==> config.mk <==
export PLATFORM = sky130hd
export DESIGN_NAME = sram_dp
export DESIGN_NICKNAME = d
export VERILOG_FILES = /design/src/rtl/sram_pkg.sv /design/src/rtl/sram_clear_ctrl.sv /design/src/rtl/sram_dp.sv
export SDC_FILE = /design/constraint.sdc
export NUM_CORES = 1
export LEC_CHECK = 0
export CAP_MARGIN = 5
export CORE_UTILIZATION = 44
export DETAILED_ROUTE_END_ITERATION = 10
export GPL_TIMING_DRIVEN = 0
export HOLD_SLACK_MARGIN = 0.12
export SETUP_SLACK_MARGIN = 0.1
export SYNTH_ARGS = -nofsm -noshare
export SYNTH_HDL_FRONTEND = slang
export SYNTH_SLANG_ARGS = --single-unit
==> constraint.sdc <==
create_clock -name i_clk -period 3.4 [get_ports i_clk]
set_clock_uncertainty 0.05 [all_clocks]
set_input_delay 0.51 -clock i_clk [delete_from_list [all_inputs] [get_ports i_clk]]
set_output_delay 0.51 -clock i_clk [all_outputs]
set_load 0.02 [all_outputs]
==> src/rtl/sram_pkg.sv <==
// sram_pkg: shared state type and BDD node layout for the dual-port node store.
package sram_pkg;
    typedef enum logic {ST_CLEAR, ST_READY} sram_state_t;
    localparam int NODE_F0_W = 8;
    localparam int NODE_F1_W = 8;
    localparam int NODE_F2_W = 8;
    localparam int NODE_ID_W = 10;
    typedef struct packed {
        logic [NODE_F0_W-1:0] f0;
        logic [NODE_F1_W-1:0] f1;
        logic [NODE_F2_W-1:0] f2;
        logic [NODE_ID_W-1:0] id;
    } bdd_node_t;
    localparam int NODE_W = $bits(bdd_node_t);
endpackage

==> src/rtl/sram_clear_ctrl.sv <==
// sram_clear_ctrl: clear/ready FSM that sweeps zeros over every word after reset or on request.
module sram_clear_ctrl import sram_pkg::*; #(
    parameter int ADDR_WIDTH = 5,
    parameter int DEPTH      = 32
) (
    input  logic                  clk,
    input  logic                  rst_n,
    input  logic                  clear,
    output logic                  clr_we,
    output logic [ADDR_WIDTH-1:0] clr_addr,
    output logic                  ready
);
    localparam logic [ADDR_WIDTH-1:0] LAST = ADDR_WIDTH'(DEPTH - 1);
    sram_state_t           state;
    logic [ADDR_WIDTH-1:0] cnt;
    always_ff @(posedge clk or negedge rst_n) begin
        if (!rst_n) begin
            state <= ST_CLEAR;
            cnt   <= '0;
        end else if (state == ST_CLEAR) begin
            state <= (cnt == LAST) ? ST_READY : ST_CLEAR;
            cnt   <= (cnt == LAST) ? '0 : cnt + 1'b1;
        end else if (clear) begin
            state <= ST_CLEAR;
            cnt   <= '0;
        end
    end
    assign clr_we   = state == ST_CLEAR;
    assign clr_addr = cnt;
    assign ready    = state == ST_READY;
endmodule

==> src/rtl/sram_dp.sv <==
// sram_dp: simple-dual-port SRAM with registered read, clear sweep and range checks.
// Define SRAM_BYPASS_EN to forward same-cycle write data to a colliding read.
module sram_dp import sram_pkg::*; #(
    parameter int ADDR_WIDTH = 5,
    parameter int DATA_WIDTH = NODE_W,
    parameter int DEPTH      = 32
) (
    input  logic                  i_clk,
    input  logic                  i_rst_n,
    input  logic                  i_wr_en,
    input  logic [ADDR_WIDTH-1:0] i_wr_addr,
    input  logic [DATA_WIDTH-1:0] i_wr_data,
    input  logic                  i_rd_en,
    input  logic [ADDR_WIDTH-1:0] i_rd_addr,
    input  logic                  i_clear,
    output logic [DATA_WIDTH-1:0] o_rd_data,
    output logic                  o_rd_valid,
    output logic                  o_ready,
    output logic                  o_addr_err
);
    localparam logic [ADDR_WIDTH:0] LIM = (ADDR_WIDTH + 1)'(DEPTH);
    logic [DATA_WIDTH-1:0] mem [DEPTH];
    logic                  clr_we, acc, wr_in, rd_in, wr_ok, rd_ok;
    logic [ADDR_WIDTH-1:0] clr_addr;
    logic [DATA_WIDTH-1:0] rd_word;
    sram_clear_ctrl #(.ADDR_WIDTH(ADDR_WIDTH), .DEPTH(DEPTH)) u_ctrl (
        .clk      (i_clk),
        .rst_n    (i_rst_n),
        .clear    (i_clear),
        .clr_we   (clr_we),
        .clr_addr (clr_addr),
        .ready    (o_ready)
    );
    // a clear request in READY swallows any port traffic of the same cycle
    assign acc   = o_ready & ~i_clear;
    assign wr_in = {1'b0, i_wr_addr} < LIM;
    assign rd_in = {1'b0, i_rd_addr} < LIM;
    assign wr_ok = acc & i_wr_en & wr_in;
    assign rd_ok = acc & i_rd_en;
`ifdef SRAM_BYPASS_EN
    assign rd_word = (wr_ok && i_wr_addr == i_rd_addr) ? i_wr_data : mem[i_rd_addr];
`else
    assign rd_word = mem[i_rd_addr];
`endif
    always_ff @(posedge i_clk) begin
        if (clr_we || wr_ok)
            mem[clr_we ? clr_addr : i_wr_addr] <= clr_we ? '0 : i_wr_data;
    end
    always_ff @(posedge i_clk or negedge i_rst_n) begin
        if (!i_rst_n) begin
            o_rd_data  <= '0;
            o_rd_valid <= 1'b0;
            o_addr_err <= 1'b0;
        end else begin
            o_rd_valid <= rd_ok;
            o_addr_err <= (acc & i_wr_en & ~wr_in) | (rd_ok & ~rd_in);
            if (rd_ok)
                o_rd_data <= rd_in ? rd_word : '0;
        end
    end
endmodule

Word level (Yosys, flattened, before mapping)
Memories as Yosys holds them, arrays and structs flattened. A register that Yosys moved wholly into a read port is not among the register bits.
Cells that the tools add are included.
{ "word_totals": {"romBits": 0, "mem_count": 1, "ramBits": 1088, "reg_bits": 7, "latch_bits": 0, "output_inout_bits": 37} }
{ "memory_table": {"columns": ["memory", "depth", "width", "read_ports", "rd_clocked_by_memory_dff", "wr", "line", "rtl"], "rows": [
  ["mem", 32, 34, 1, 1, 1, "sram_dp.sv:22", "logic [DATA_WIDTH-1:0] mem [DEPTH];"]
]} }
{ "classes": {"div": 0, "n_mux": 10, "bitwise_logic": 5, "reduce_logical": 2, "n_lt_le_gt_ge": 0, "eq_ne": 2, "mul": 0, "shift": 0, "addsub": 1} }
{ "op_table": {"columns": ["operator", "count"], "rows": [
  ["$mux W34", 1],
  ["$mux W5", 4],
  ["$add A5 B1 Y5 const B", 1],
  ["$eq A5 B5 Y1 const B", 1],
  ["$mux W1", 5],
  ["$and A1 B1 Y1", 3],
  ["$ne A2 B2 Y1 const B", 1],
  ["$not A1 Y1", 2],
  ["$logic_not A1 Y1", 1],
  ["$logic_or A1 B1 Y1", 1]
]} }

Logic depth before layout (Yosys ltp)
{ "logic_depth": {"word_depth": 6, "mapped_depth": 8} }

By module
A second synthesis with hierarchy kept.
{ "unflattened": {"cells_unflattened": 2392, "area_unflattened_um2": 44549.0} }
{ "by_module_without_submodules": {"columns": ["module", "cells_per_inst", "area_each_um2", "seq_area_each_um2", "n_inst"], "rows": [
  ["sram_dp", 2367, 44257.4, 33547.2, 1],
  ["sram_clear_ctrl", 25, 291.5, 150.1, 1]
]} }

Worst setup path before layout
Ideal clock, no wire load.
{ "synth_path": {"path_type": "flip-flop to flip-flop", "start": "register u_ctrl.state, in the netlist u_ctrl.ready", "end": "memory mem[17][0] (netlist name), enable pin", "setup_ns": 0.425, "stages_incl_launch_ff": 5, "arrival_ns": 2.770, "path_slack_ns": 0.155, "required_time_ns": 2.925, "path_cell_list": "dfrtp_1 buf_1 mux2i_1 nand2_1 nor2_1"} }
{ "synth_between": {"elab_chain_cells": 5} }
{ "synth_rtl": {"columns": ["item", "line", "rtl"], "rows": [
  ["from (decl)", "sram_clear_ctrl.sv:14", "sram_state_t state;"],
  ["from (signal assigned)", "sram_clear_ctrl.sv:21", "state <= (cnt == LAST) ? ST_READY : ST_CLEAR;"],
  ["$and A1 B1 Y1", "sram_dp.sv:35", "assign acc = o_ready & ~i_clear;"],
  ["$and A1 B1 Y1", null, null],
  ["$logic_or A1 B1 Y1", "sram_dp.sv:46", "if (clr_we || wr_ok)"],
  ["$mux W1", "sram_dp.sv:46", null],
  ["$mux W1", "sram_dp.sv:47", "mem[clr_we ? clr_addr : i_wr_addr] <= clr_we ? '0 : i_wr_data;"],
  ["to (decl)", "sram_dp.sv:22", null]
]} }
Parallel ways exist; a longest one is shown, timed or not.

Worst setup path after layout
{ "layout_path": {"start": "register u_ctrl.state, in the netlist u_ctrl.ready", "end": "memory mem[25][14] (netlist name), enable pin"} }
The elaborated chain is that of the path after synthesis.

==> run_results.csv <==
group,metric,value,unit
global_route,grt_pass1_vias,24400,
worst_setup_path,required,3710,ps
synthesis,synth_area_per_cell,18.6,um^2
sta,rsz0062_at_grt,"no",
route,totalWireLength,128000,um
placed_design,placed_cell_area,47900,um^2
route,wire_per_inst,31.6,um
global_route,grt_antenna_before_repair,2,
floorplan,fp-row-count,116,
sta,period_minus_slack,3400,ps
synthesis,synth_area,44400,um^2
placed_design,place_ws,-843,ps
pwr,power_frac_seq,0.494,
clocking,clkSinkCount,1129,
cells_and_area,stdcell_count,4049,
worst_setup_path,crit_path_start_kind,"flop",
global_route,grt_max_degree,33,
sta,setup_viol,0,
clocking,clk_pin_slew,60,ps
synthesis,syn_nets,2444,
clocking,cts_tree,"done",
worst_setup_path,reg2reg_slack,2,ps
sta,fin_ws,2.02,ps
worst_setup_path,path_class,"reg2reg",
sta,finalHoldViolCount,0,
floorplan,initial_core_util,0.444,
synthesis,ys_seq_area_frac,0.758,
route,avgViaCountPerCell,6.00,
floorplan,io_pins,86,
route,drc,0,
route,drt_iter0_drc,2552,
outcome,outcome,"finished, final reports clean",
floorplan,die_x,320,um
clocking,htree_num_levels,3,
pwr,power.density,693,nW/um^2
worst_setup_path,r2r_start,"u_ctrl.ready$_DFF_PN0_",
sta,fmax,294,MHz
synthesis,synth_ff_type,"edfxtp_1",
pwr,p_clk_frac,0.349,
pwr,peakVddDrop,415,uV
placed_design,io_buffers,83,
cells_and_area,final_cell_mix,"edfxtp_1, mux2i_1, a22oi_1, clkbuf_16, clkdlybuf4s50_1",
pwr,power_frac_comb,0.157,
clocking,clock_path_buffers,3,
cells_and_area,area_growth_syn_to_layout,17.1,%
synthesis,synth.distinct_cells,38,
floorplan,core_area,100000,um^2
sta,worst_pin_slew,1460,ps
clocking,root_buffer,"clkbuf_16",
placed_design,dp.cells,3811,
global_route,grt_pass1_wl,178000,um
route,vias,24300,
worst_setup_path,reg2reg_depth,6,
worst_setup_path,endpoint_kind,"flop",
pwr,power.switching,9.62,mW
cells_and_area,final_common_cell,"edfxtp_1",
clocking,worstSkewPairLatency,690,ps
sta,period_share,0.999,
floorplan,die-height,320,um
worst_setup_path,crit_arrival,3710,ps
sta,maxSlewHeadroom,0.0243,
pwr,swShare,0.267,
cells_and_area,fin_nets,2705,
cells_and_area,nFillCells,7922,
synthesis,syn_inst,2393,
placed_design,dpl.hpwl,83100,um
worst_setup_path,cp_max_fo,18,
pwr,p_leak,18.4,nW
synthesis,synth-seq-cells,1129,
worst_setup_path,rr_endpoint,"mem[25][14]$_DFFE_PP_",
cells_and_area,drive_gt1_frac,0.156,
pwr,power.internal,26.5,mW
synthesis,yosysWarnings,0,
floorplan,die-area,102000,um^2
cells_and_area,fin_area,52100,um^2
route,dr.pass1.iters,5,
clocking,cts_buffers,113,
flow_run,maxCapViolations,0,
route,ant_nets,0,
synthesis,async_reset_ff_frac,0.0363,
sta,drv_slew,0,
synthesis,synth_edf_count,1088,
global_route,grt.overflow.total,0,
hold_path,hold_path_class,"in2async",
placed_design,gp_congestion,0.828,
global_route,track_usage,0.248,
-- through the flow --
stage               TNS (ps)  utilization  hold slack (ps)  total power [mW]
detailed placement    -71420        0.478              441              23.6
CTS                        0        0.516              398              36.1
global placement    -2715960        0.468              446              23.1
finish                     0        0.520              417              36.1
global route               0        0.520              454              37.1
floorplan                  0            -              164              20.7
-- metal layers --
metal,up-vias,GRT usage,share of wire,wire length [um]
met3,217,0.0385,0.072,9170
met5,-,0,0,0
met1,12700,0.330,0.41,52200
met4,0,0.0857,0.031,4000
li1,10300,-,-,-
met2,1077,0.415,0.49,62600
-- layout make-up --
class | count | area, um^2 | area share
clock buffers | 145 | 3080 | 0.0592
well taps | 1298 | 1620 | 0.0312
clock inverters | 66 | 696 | 0.0134
plain buffers | 147 | 838 | 0.0161
flip-flops and latches | 1129 | 33700 | 0.647
diodes | 1 | 2.50 | 0.0000481
inverters | 7 | 26.3 | 0.000505
repair buffers | 148 | 1960 | 0.0376
multi-input cells | 1108 | 10100 | 0.195
-- registers in the layout (all words and copies together), names as in the netlist --
name and cells:
mem 1088, o_rd_data 34, o_rd_valid 1, u_ctrl.clr_addr 5, u_ctrl.ready 1
-- logic make-up after synthesis --
logic type                 Yosys count  share of synthesized area
DFF                               1129                      0.758
muxes                              548                      0.123
AOI/OAI and AO/OA                  420                     0.0834
buffers and inverters              156                     0.0196
and+or+nand+nor                    135                     0.0142
adders and majority gates            2                   0.000563
xor gates and xnor gates             2                   0.000394
other                                1                  0.0000844
-- worst max-delay path: stages (launching register included) --
cell and delay [ps]:
dfrtp_1 420, clkbuf_1 570, nand2_1 230, o32ai_1 290, nand2_1 410, nor2_4 770
buf_12 280
-- power groups by stage --
stage	clock, mW	combinational (mW)	sequential, mW
3_3_place_gp	0	4.83	18.3
2_1_floorplan	0	2.54	18.2
4_1_cts	12.7	5.54	17.8
6_report	12.6	5.67	17.8
5_1_grt	13.2	5.92	17.9
3_5_place_dp	0	5.52	18.1
-- cell usage after synthesis (all sizes together), types with 2 or more instances --
master  count  area share
a21oi      69      0.0078
a22o       68       0.013
o21ai       4     0.00045
inv         7     0.00059
buf        94       0.014
mux2i     546        0.12
nand2      54      0.0046
a221oi     68       0.020
nor2b       2     0.00028
nor2       34      0.0029
a22oi     136       0.023
nand2b      3     0.00042
mux2        2     0.00051
edfxtp   1088        0.74
and2       35      0.0049
clkbuf     55      0.0049
o22ai      36      0.0051
o41ai      34       0.012
o32ai       4     0.00079
dfrtp      41       0.023
ha          2     0.00056
-- timing repair --
action                                  in CTS  in global routing
pin swaps                                    0                 14
cloned                                       0                  0
gates resized for setup                      4                  8
hold buffers                                 1                  0
endpoints found under the setup margin     123                470
hold endpoints to repair                    24                  0
buffers inserted                             0                 27
-- how the worst max path moves through the flow --
stage	endpoint	depth (start not counted)	from
6_report	mem[25][14]$_DFFE_PP_	6	u_ctrl.ready$_DFF_PN0_
5_1_grt	mem[25][11]$_DFFE_PP_	6	u_ctrl.ready$_DFF_PN0_
4_1_cts	mem[18][11]$_DFFE_PP_	6	u_ctrl.ready$_DFF_PN0_
3_5_place_dp	o_rd_data[27]$_DFFE_PN0P_	7	i_rd_addr[1]
3_3_place_gp	mem[17][14]$_DFFE_PP_	5	i_clear
2_1_floorplan	mem[17][0]$_DFFE_PP_	4	u_ctrl.ready$_DFF_PN0_
Power figures use the tool's default switching activity.
